## config.mk

```make
export PLATFORM = sky130hd
export DESIGN_NAME = sw_debounce
export DESIGN_NICKNAME = d
export VERILOG_FILES = /design/src/rtl/sw_debounce_pkg.sv /design/src/rtl/sw_debounce_ch.sv /design/src/rtl/sw_debounce.sv
export SDC_FILE = /design/constraint.sdc
export NUM_CORES = 1
export LEC_CHECK = 0
export CAP_MARGIN = 30
export CORE_MARGIN = 2
export CORE_UTILIZATION = 55
export CTS_CLUSTER_SIZE = 16
export DETAILED_ROUTE_END_ITERATION = 10
export GPL_TIMING_DRIVEN = 0
export PLACE_DENSITY = 0.82
export SLEW_MARGIN = 20
export SYNTH_ARGS = -nofsm -noshare
export SYNTH_HDL_FRONTEND = slang
export SYNTH_SLANG_ARGS = --single-unit
```

## constraint.sdc

```tcl
create_clock -name clk -period 8 [get_ports clk]
set_input_delay 1.2 -clock clk [delete_from_list [all_inputs] [get_ports clk]]
set_output_delay 1.2 -clock clk [all_outputs]
set_load 0.01 [all_outputs]
```

## src/rtl/sw_debounce_pkg.sv

```systemverilog
// Shared types and limits for the switch debouncer.
package sw_debounce_pkg;

   localparam int MAX_CH = 32;
   localparam int TS_W   = 32;

   typedef enum logic {
      ST_STABLE   = 1'b0,
      ST_COUNTING = 1'b1
   } deb_state_t;

endpackage

```

## src/rtl/sw_debounce_ch.sv

```systemverilog
// One switch channel: synchroniser chain, debounce FSM and stability counter.
// chg pulses in the cycle whose rising edge commits a new stable level.
module sw_debounce_ch
   import sw_debounce_pkg::*;
#(
   parameter int   DEB_CYCLES  = 1000,
   parameter int   SYNC_STAGES = 2,
   parameter logic RESET_VAL   = 1'b0
) (
   input  logic clk,
   input  logic rst,
   input  logic sw,
   output logic stable,
   output logic chg
);

   localparam int CNT_W = $clog2(DEB_CYCLES);

   logic [SYNC_STAGES-1:0] sync;
   logic                   synced;
   deb_state_t             state;
   logic [CNT_W-1:0]       cnt;

   always_ff @(posedge clk or posedge rst) begin
      if (rst) sync <= {SYNC_STAGES{RESET_VAL}};
      else     sync <= {sync[SYNC_STAGES-2:0], sw};
   end

   assign synced = sync[SYNC_STAGES-1];
   assign chg    = (state == ST_COUNTING) && (synced != stable) &&
                   (cnt == CNT_W'(DEB_CYCLES - 1));

   // The terminal count commits the level, so the counter never wraps.
   always_ff @(posedge clk or posedge rst) begin
      if (rst) begin
         state  <= ST_STABLE;
         cnt    <= '0;
         stable <= RESET_VAL;
      end else begin
         case (state)
            ST_STABLE: begin
               if (synced != stable) begin
                  state <= ST_COUNTING;
                  cnt   <= CNT_W'(1);
               end
            end
            ST_COUNTING: begin
               if (synced == stable) begin
                  state <= ST_STABLE;
                  cnt   <= '0;
               end else if (cnt == CNT_W'(DEB_CYCLES - 1)) begin
                  stable <= ~stable;
                  state  <= ST_STABLE;
                  cnt    <= '0;
               end else begin
                  cnt <= cnt + CNT_W'(1);
               end
            end
            default: begin
               state <= ST_STABLE;
               cnt   <= '0;
            end
         endcase
      end
   end

endmodule

```

## src/rtl/sw_debounce.sv

```systemverilog
// Multi-channel switch debouncer with a valid/ready change-event port and sticky lost-event flags.
// Optional SW_DEBOUNCE_TIMESTAMP_EN adds a free-running cycle counter and evt_ts_o per event.
module sw_debounce
   import sw_debounce_pkg::*;
#(
   parameter int                NUM_CH      = 16,
   parameter int                DEB_CYCLES  = 1000,
   parameter int                SYNC_STAGES = 2,
   parameter logic [NUM_CH-1:0] RESET_VAL   = '0,
   localparam int               CH_W        = (NUM_CH > 1) ? $clog2(NUM_CH) : 1
) (
   input  logic              clk,
   input  logic              reset_i,
   input  logic [NUM_CH-1:0] sw_i,
   output logic [NUM_CH-1:0] sw_stable_o,
   output logic              evt_valid_o,
   input  logic              evt_ready_i,
   output logic [CH_W-1:0]   evt_ch_o,
   output logic              evt_level_o,
   output logic [NUM_CH-1:0] ovf_o,
   input  logic              ovf_clr_i
`ifdef SW_DEBOUNCE_TIMESTAMP_EN
   ,
   output logic [TS_W-1:0]   evt_ts_o
`endif
);

   logic [NUM_CH-1:0] chg;
   logic [NUM_CH-1:0] pending;
   logic [NUM_CH-1:0] load_mask;
   logic              sel_vld;
   logic [CH_W-1:0]   sel_ch;
   logic              load;

   for (genvar c = 0; c < NUM_CH; c++) begin : g_ch
      sw_debounce_ch #(
         .DEB_CYCLES  (DEB_CYCLES),
         .SYNC_STAGES (SYNC_STAGES),
         .RESET_VAL   (RESET_VAL[c])
      ) u_ch (
         .clk    (clk),
         .rst    (reset_i),
         .sw     (sw_i[c]),
         .stable (sw_stable_o[c]),
         .chg    (chg[c])
      );
   end

   // Fixed priority: lowest-index pending channel wins.
   always_comb begin
      sel_vld = 1'b0;
      sel_ch  = '0;
      for (int i = NUM_CH - 1; i >= 0; i--) begin
         if (pending[i]) begin
            sel_vld = 1'b1;
            sel_ch  = CH_W'(i);
         end
      end
   end

   assign load      = sel_vld && (!evt_valid_o || evt_ready_i);
   assign load_mask = load ? (NUM_CH'(1) << sel_ch) : '0;

   // A change landing while the same channel's pending bit is being loaded is a
   // fresh event, not a lost one; the level is read at load time so it is the latest.
   always_ff @(posedge clk or posedge reset_i) begin
      if (reset_i) begin
         pending     <= '0;
         ovf_o       <= '0;
         evt_valid_o <= 1'b0;
         evt_ch_o    <= '0;
         evt_level_o <= 1'b0;
      end else begin
         pending <= (pending & ~load_mask) | chg;
         ovf_o   <= (ovf_o & ~{NUM_CH{ovf_clr_i}}) | (chg & pending & ~load_mask);
         if (!evt_valid_o || evt_ready_i) begin
            evt_valid_o <= sel_vld;
            if (sel_vld) begin
               evt_ch_o    <= sel_ch;
               evt_level_o <= sw_stable_o[sel_ch];
            end
         end
      end
   end

`ifdef SW_DEBOUNCE_TIMESTAMP_EN
   logic [TS_W-1:0] ts_cnt;
   logic [TS_W-1:0] ts_mem [NUM_CH];

   always_ff @(posedge clk or posedge reset_i) begin
      if (reset_i) begin
         ts_cnt   <= '0;
         evt_ts_o <= '0;
         for (int i = 0; i < NUM_CH; i++) ts_mem[i] <= '0;
      end else begin
         ts_cnt <= ts_cnt + TS_W'(1);
         for (int i = 0; i < NUM_CH; i++) begin
            if (chg[i]) ts_mem[i] <= ts_cnt;
         end
         if (load) evt_ts_o <= ts_mem[sel_ch];
      end
   end
`endif

endmodule

```

==> run metrics, run 1 <==
Initial Util 56.3%; DRC violations left 0; Buffers on Ports 57; Top delay family on crit path buffers and inverters; core area 22000 µm²; Slowest cell on crit path clkdlybuf4s50_1; Synth Net Count 1337; Setup-failing EPs final 0; # diodes 0; distinct cell type count after synthesis 54; WP data required 6800 ps; share of layout cells above drive strength 1 6.55%; Total Power 3.40 mW; crit path time final 2900 ps; global-route wire length before repair 44700 µm; skew final 16.6 ps; placed cells 1647; synthesis warning total 0; global route overflow 0; routed len/inst 15.4 µm; Power Dens Cells 234 nW/µm²; TritonRoute pass-1 iters 5; Initial DRC Count 631; detailed placer's ending HPWL 18500 µm; PnR worst setup slack 5100 ps; CTS Hold Bufs 0; asr flop ratio synth 100%; status finished clean; number of synthesized flops with an enable pin 0; synthesized area 12400 µm²; Slew Limit Fails 0; routability cong. 0.937; Max Buffers Root-to-Sink 3; max cap viols 0; DR vias 9785; die width 154 µm; Critical Path AT 1700 ps; Post-CTS Setup Repair Bufs 0; number of H-tree levels 1; TritonCTS clock tree yes; clock transition at the registers of the reported paths 60 ps; FP Rows 54; fin crit share 36.2%; fin cells 1700; nets 1434; vias in the first global route 9369; pin count of the biggest net entering global routing 33; post-synthesis cell count 1301; Pleak 6.34 nW; critical path cell sequence buf_4, clkdlybuf4s50_1; Yosys reg bits 262; worst slack, placed 4970 ps; post-CTS sizing 0; register area share after synthesis 53.0%; CP max stage delay 530 ps; vias per inst 5.76; Top FF cell, synth dfrtp_1; Slew HR 54.3%; die area 23700 µm²; Buffers & Inverters on Critical Path 2; Max VDD drop 0.199 mV; f_max 345 MHz; Layout area overhead 17.3%; Avg Cell Area, Syn 9.51 µm²; Fin. Hold Viols 0; Setup CP Type register to primary output; CP Launch Type register; Die Ht 154 µm; All-Layer GR Usage 22.4%; root buffer cell clkbuf_16; initial antenna violation count 0; setup_tns 0 ps; utilization after layout 66.0%; clk_lat worst skew 550 ps; Final ANT Viol Nets 0; Hold WC Path Type register to register; DRT Wirelength 26200 µm; total CTS buffers 28; CTS sink cnt 262; measured slew at the worst slew-check pin 679 ps; RSZ-0062 raised after global routing false; Setup crit end kind primary output; CP max FO 4; Top-Level Pins 58
-- synth_stat cells (4+ instances only) --
master       n  area (µm²)
dfrtp_1    262        6560
o21ai_0    207        1040
nand2_1    155         582
nor2_1     132         495
nand3_1     70         350
and3_1      51         319
nand2b_1    44         275
inv_1       40         150
xor2_1      34         298
o31ai_1     28         210
o21ai_1     25         125
and2_1      18         113
clkbuf_1    18        67.6
buf_4       16         120
ha_1        16         200
mux2_2      16         180
nor2b_1     15        93.8
nor4_1      15        93.8
xnor2_1     15         131
o2bb2ai_1   14         123
nand4_1     10        62.6
o21a_1      10        75.1
nand4b_1     9        78.8
or2_1        9        56.3
a21oi_1      7        35.0
mux2i_1      6        60.1
a22o_1       5        43.8
and2_0       4        25.0
nand3b_1     4        30.0
o2111ai_1    4        35.0
o31a_1       4        35.0
-- cells in the final DEF (no fill, tap or decap), types with 34 or more instances in the layout --
cell type        synthesis  layout
nand3_1                 70      70
clkdlybuf4s50_1          0      57
nor2_1                 132     132
nand2_1                155     155
o21ai_0                207     207
and3_1                  51      51
inv_1                   40      39
dfrtp_1                262     262
nand2b_1                44      44
xor2_1                  34      34
-- where the power goes --
group	internal [mW]	switching (mW)	total (mW)
sequential	1.40	0.0842	1.49
combinational	0.202	0.338	0.540
clock	0.841	0.531	1.37
total	2.45	0.953	3.40
-- layer usage --
metal	vias to the layer above	routed length, µm	GRT usage (%)	share of wire, %
li1	4774	-	-	-
met1	4739	11800	30.3	45
met2	213	12500	37.7	48
met3	59	1190	3.64	4.5
met4	0	746	6.54	2.8
met5	-	0	0	0
-- registers in the layout, indices dropped and copies added, names as in the netlist --
| register | flops |
|---|---|
| evt_ch_o | 4 |
| evt_level_o | 1 |
| evt_valid_o | 1 |
| g_ch.u_ch.cnt | 160 |
| g_ch.u_ch.stable | 16 |
| g_ch.u_ch.state | 16 |
| g_ch.u_ch.sync | 32 |
| ovf_o | 16 |
| pending | 16 |
-- path summary, 6_finish.rpt --
| path | start | end | slack (ps) | cells after the start |
|---|---|---|---|---|
| worst max-delay path | g_ch[12].u_ch.stable | sw_stable_o[12] | 5100 | 2 |
| worst min-delay path | g_ch[4].u_ch.sync[0] | g_ch[4].u_ch.sync[1] | 350 | 0 |
| worst max register to register | pending[14] | evt_level_o | 5420 | 7 |
| worst min register to register | g_ch[4].u_ch.sync[0] | g_ch[4].u_ch.sync[1] | 350 | 0 |
| max in group asynchronous | reset_i | g_ch[2].u_ch.cnt[9] | 5920 | 5 |
| min in group asynchronous | reset_i | g_ch[0].u_ch.cnt[1] | 1090 | 2 |
-- cells by family after synthesis --
kind of cell             synth area share [%]
adder cells (fa/ha/maj)                  1.62
XOR/XNOR                                 3.47
flip-flops                               53.0
AND/OR/NAND/NOR                          21.6
multiplexers                             1.94
AO/OA/AOI/OAI                            15.7
buffers and inverters                    2.73
-- layout make-up --
cell class	count	area (µm²)
inverters	40	154
flip-flops and latches	262	6560
clock inverters	13	189
well taps	280	350
fillers	1699	7460
plain buffers	34	188
clock buffers	39	813
multi-input cells	965	5470
repair buffers	67	778
-- per-stage QoR --
stage          area, µm²  hold WS (ps)
6_report           14500           345
5_1_grt            14500           348
4_1_cts            14500           349
3_5_place_dp       13500           336
3_3_place_gp       13300           332
2_1_floorplan      12400           331
No activity file was read; power rests on OpenSTA's default activity.
==> inputs of run 2 (changes only) <==
==> constraint.sdc (replaced) <==
create_clock -name clk -period 2.55 [get_ports clk]
set_input_delay 0.3825 -clock clk [delete_from_list [all_inputs] [get_ports clk]]
set_output_delay 0.3825 -clock clk [all_outputs]
set_load 0.01 [all_outputs]
==> run 2 against run 1 <==
Effect of this change: count of clock-buffer cells in the layout did not move; design area grew 0.16%; register-to-register slack got worse by 5300 ps; sequential share of layout area decreased by 0.070 points; highest routed layer unchanged.
==> run metrics, run 2 (same netlist as run 1, synthesis figures left out) <==
status finished clean (unchanged); Initial Util 56.3% (unchanged); crit path time final 2450 ps; global-route wire length before repair 44700 µm (unchanged); RSZ-0062 raised after global routing false (unchanged); # diodes 0 (unchanged); Register Area 6560 µm² (unchanged); root buffer cell clkbuf_16 (unchanged); Layout area overhead 17.4% (was 17.3%); setup_tns 0 ps (unchanged); detailed placer's ending HPWL 18500 µm (unchanged); max cap viols 0 (unchanged); TritonRoute pass-1 iters 5 (unchanged); Fin. Hold Viols 0 (unchanged); die area 23700 µm² (unchanged); core area 22000 µm² (unchanged); f_max 408 MHz; leading cell type in the layout, fill and taps excluded dfrtp_1 (unchanged); CP max stage delay 440 ps (was 530 ps); vias per inst 5.76 (about the same); Max Buffers Root-to-Sink 3 (unchanged); utilization after layout 66.1% (was 66.0%); CP max FO 7 (was 4); WP data required 3000 ps (was 6800 ps); Slowest cell on crit path dfrtp_1 (was clkdlybuf4s50_1); Setup-failing EPs final 0 (unchanged); Top-Level Pins 58 (unchanged); Die Ht 154 µm (unchanged); Slew HR 55.3% (was 54.3%); measured slew at the worst slew-check pin 665 ps (was 679 ps); Setup CP Type register to register (was register to primary output); share of layout cells above drive strength 1 6.75% (was 6.55%); Buffers on Ports 57 (unchanged); Multi-input gate area 5480 µm² (was 5470 µm²); routed len/inst 15.4 µm (about the same); Setup crit end kind register (was primary output); nets 1436 (was 1434); die width 154 µm (unchanged); skew final 17.8 ps (was 16.6 ps); Slew Limit Fails 0 (unchanged); Power Dens Cells 739 nW/µm² (was 234 nW/µm²); clk_lat worst skew 550 ps (about the same); Pleak 6.35 nW (was 6.34 nW); Initial DRC Count 630 (was 631); DR vias 9809 (was 9785); leading registers by flop count g_ch.u_ch.cnt x160, g_ch.u_ch.sync x32 (unchanged); Hold WC Path Type primary input to asynchronous set/reset pin (was register to register); most used cell, CP a221o_1; max FFs per register 160 (unchanged); number of H-tree levels 1 (unchanged); commonest non-fill, non-tap cells in the layout 262 x dfrtp_1, 207 x o21ai_0, 155 x nand2_1 (unchanged); Total Power 10.7 mW (was 3.40 mW); routability cong. 0.937 (unchanged); largest reg by FF count g_ch.u_ch.cnt (unchanged); TritonCTS clock tree yes (unchanged); DRT Wirelength 26200 µm (about the same); DRC violations left 0 (unchanged); Critical Path AT 2890 ps (was 1700 ps); pin count of the biggest net entering global routing 33 (unchanged); Final ANT Viol Nets 0 (unchanged); CTS sink cnt 262 (unchanged); initial antenna violation count 0 (unchanged); vias in the first global route 9369 (unchanged); global route overflow 0 (unchanged); total CTS buffers 28 (unchanged); All-Layer GR Usage 22.4% (unchanged); fin crit share 96.0%; number of fill cells 1702 (was 1699); CP Launch Type register (unchanged); Max VDD drop 0.648 mV (was 0.199 mV); Min Hold Slack 269 ps (was 345 ps); critical path cell sequence nand2b_1, a221o_1, a211o_1, a311o_1, a32o_1, a221o_1, o221ai_1 (was buf_4, clkdlybuf4s50_1); FP Rows 54 (unchanged); clock transition at the registers of the reported paths 60 ps (about the same); CTS Hold Bufs 0 (unchanged)
[run 2: cell count changes in the layout (fill, tap and decap cells not counted), sizes merged]
cell	before	now
buf	25	27
[run 2: worst max-delay path, delay by kind of cell, from the launching register on]
family | cells | cell delay, ps
and+or+nand+nor | 1 | 180
DFF | 1 | 440
AOI/OAI and AO/OA | 6 | 1750
[run 2: metrics by stage]
step | worst slack [ps] | instance area, µm² | std cells
after floorplan | -1290 | 12400 | 1301
after global placement | -3040 | 13300 | 1638
after detailed placement | 113 | 13500 | 1647
after CTS | 60.5 | 14500 | 1699
after global routing | 9.17 | 14500 | 1702
final | 101 | 14500 | 1702
[run 2: power by group]
group	total, mW	switching [mW]	leakage [nW]	internal (mW)
clock network	4.31	1.67	0.475	2.64
logic	1.76	1.08	2.41	0.684
registers	4.66	0.263	3.47	4.40
[run 2: metal layers]
layer	track usage, %	part of all wire (%)	vias to the layer above
li1	-	-	4780
met1	30.3	44	4738
met4	6.54	2.9	0
met2	37.7	48	236
met5	0	0	-
met3	3.64	4.8	55
[run 2: layout make-up]
type | count | share of cell area (%)
plain buffers | 34 | 1.29
clock buffers | 39 | 5.60
clock inverters | 13 | 1.30
inverters | 40 | 1.06
multi-input cells | 965 | 37.7
flip-flops and latches | 262 | 45.1
well taps | 280 | 2.41
repair buffers | 69 | 5.46
[run 2: final timing paths]
kind | from | end | slack (ps) | cells after the start
setup / recovery | pending[14] | evt_level_o | 100 | 7
hold / removal | reset_i | g_ch[7].u_ch.cnt[1] | 270 | 2
setup reg to reg | pending[14] | evt_level_o | 100 | 7
hold reg to reg | g_ch[4].u_ch.sync[0] | g_ch[4].u_ch.sync[1] | 350 | 0
max in group asynchronous | reset_i | g_ch[2].u_ch.cnt[9] | 1290 | 5
min in group clk | sw_i[5] | g_ch[5].u_ch.sync[0] | 270 | 1
[run 2: what timing repair did]
action | in CTS | in global routing
endpoints found under the setup margin | 0 | 4
resized for setup | 0 | 2
buffers inserted | 0 | 2
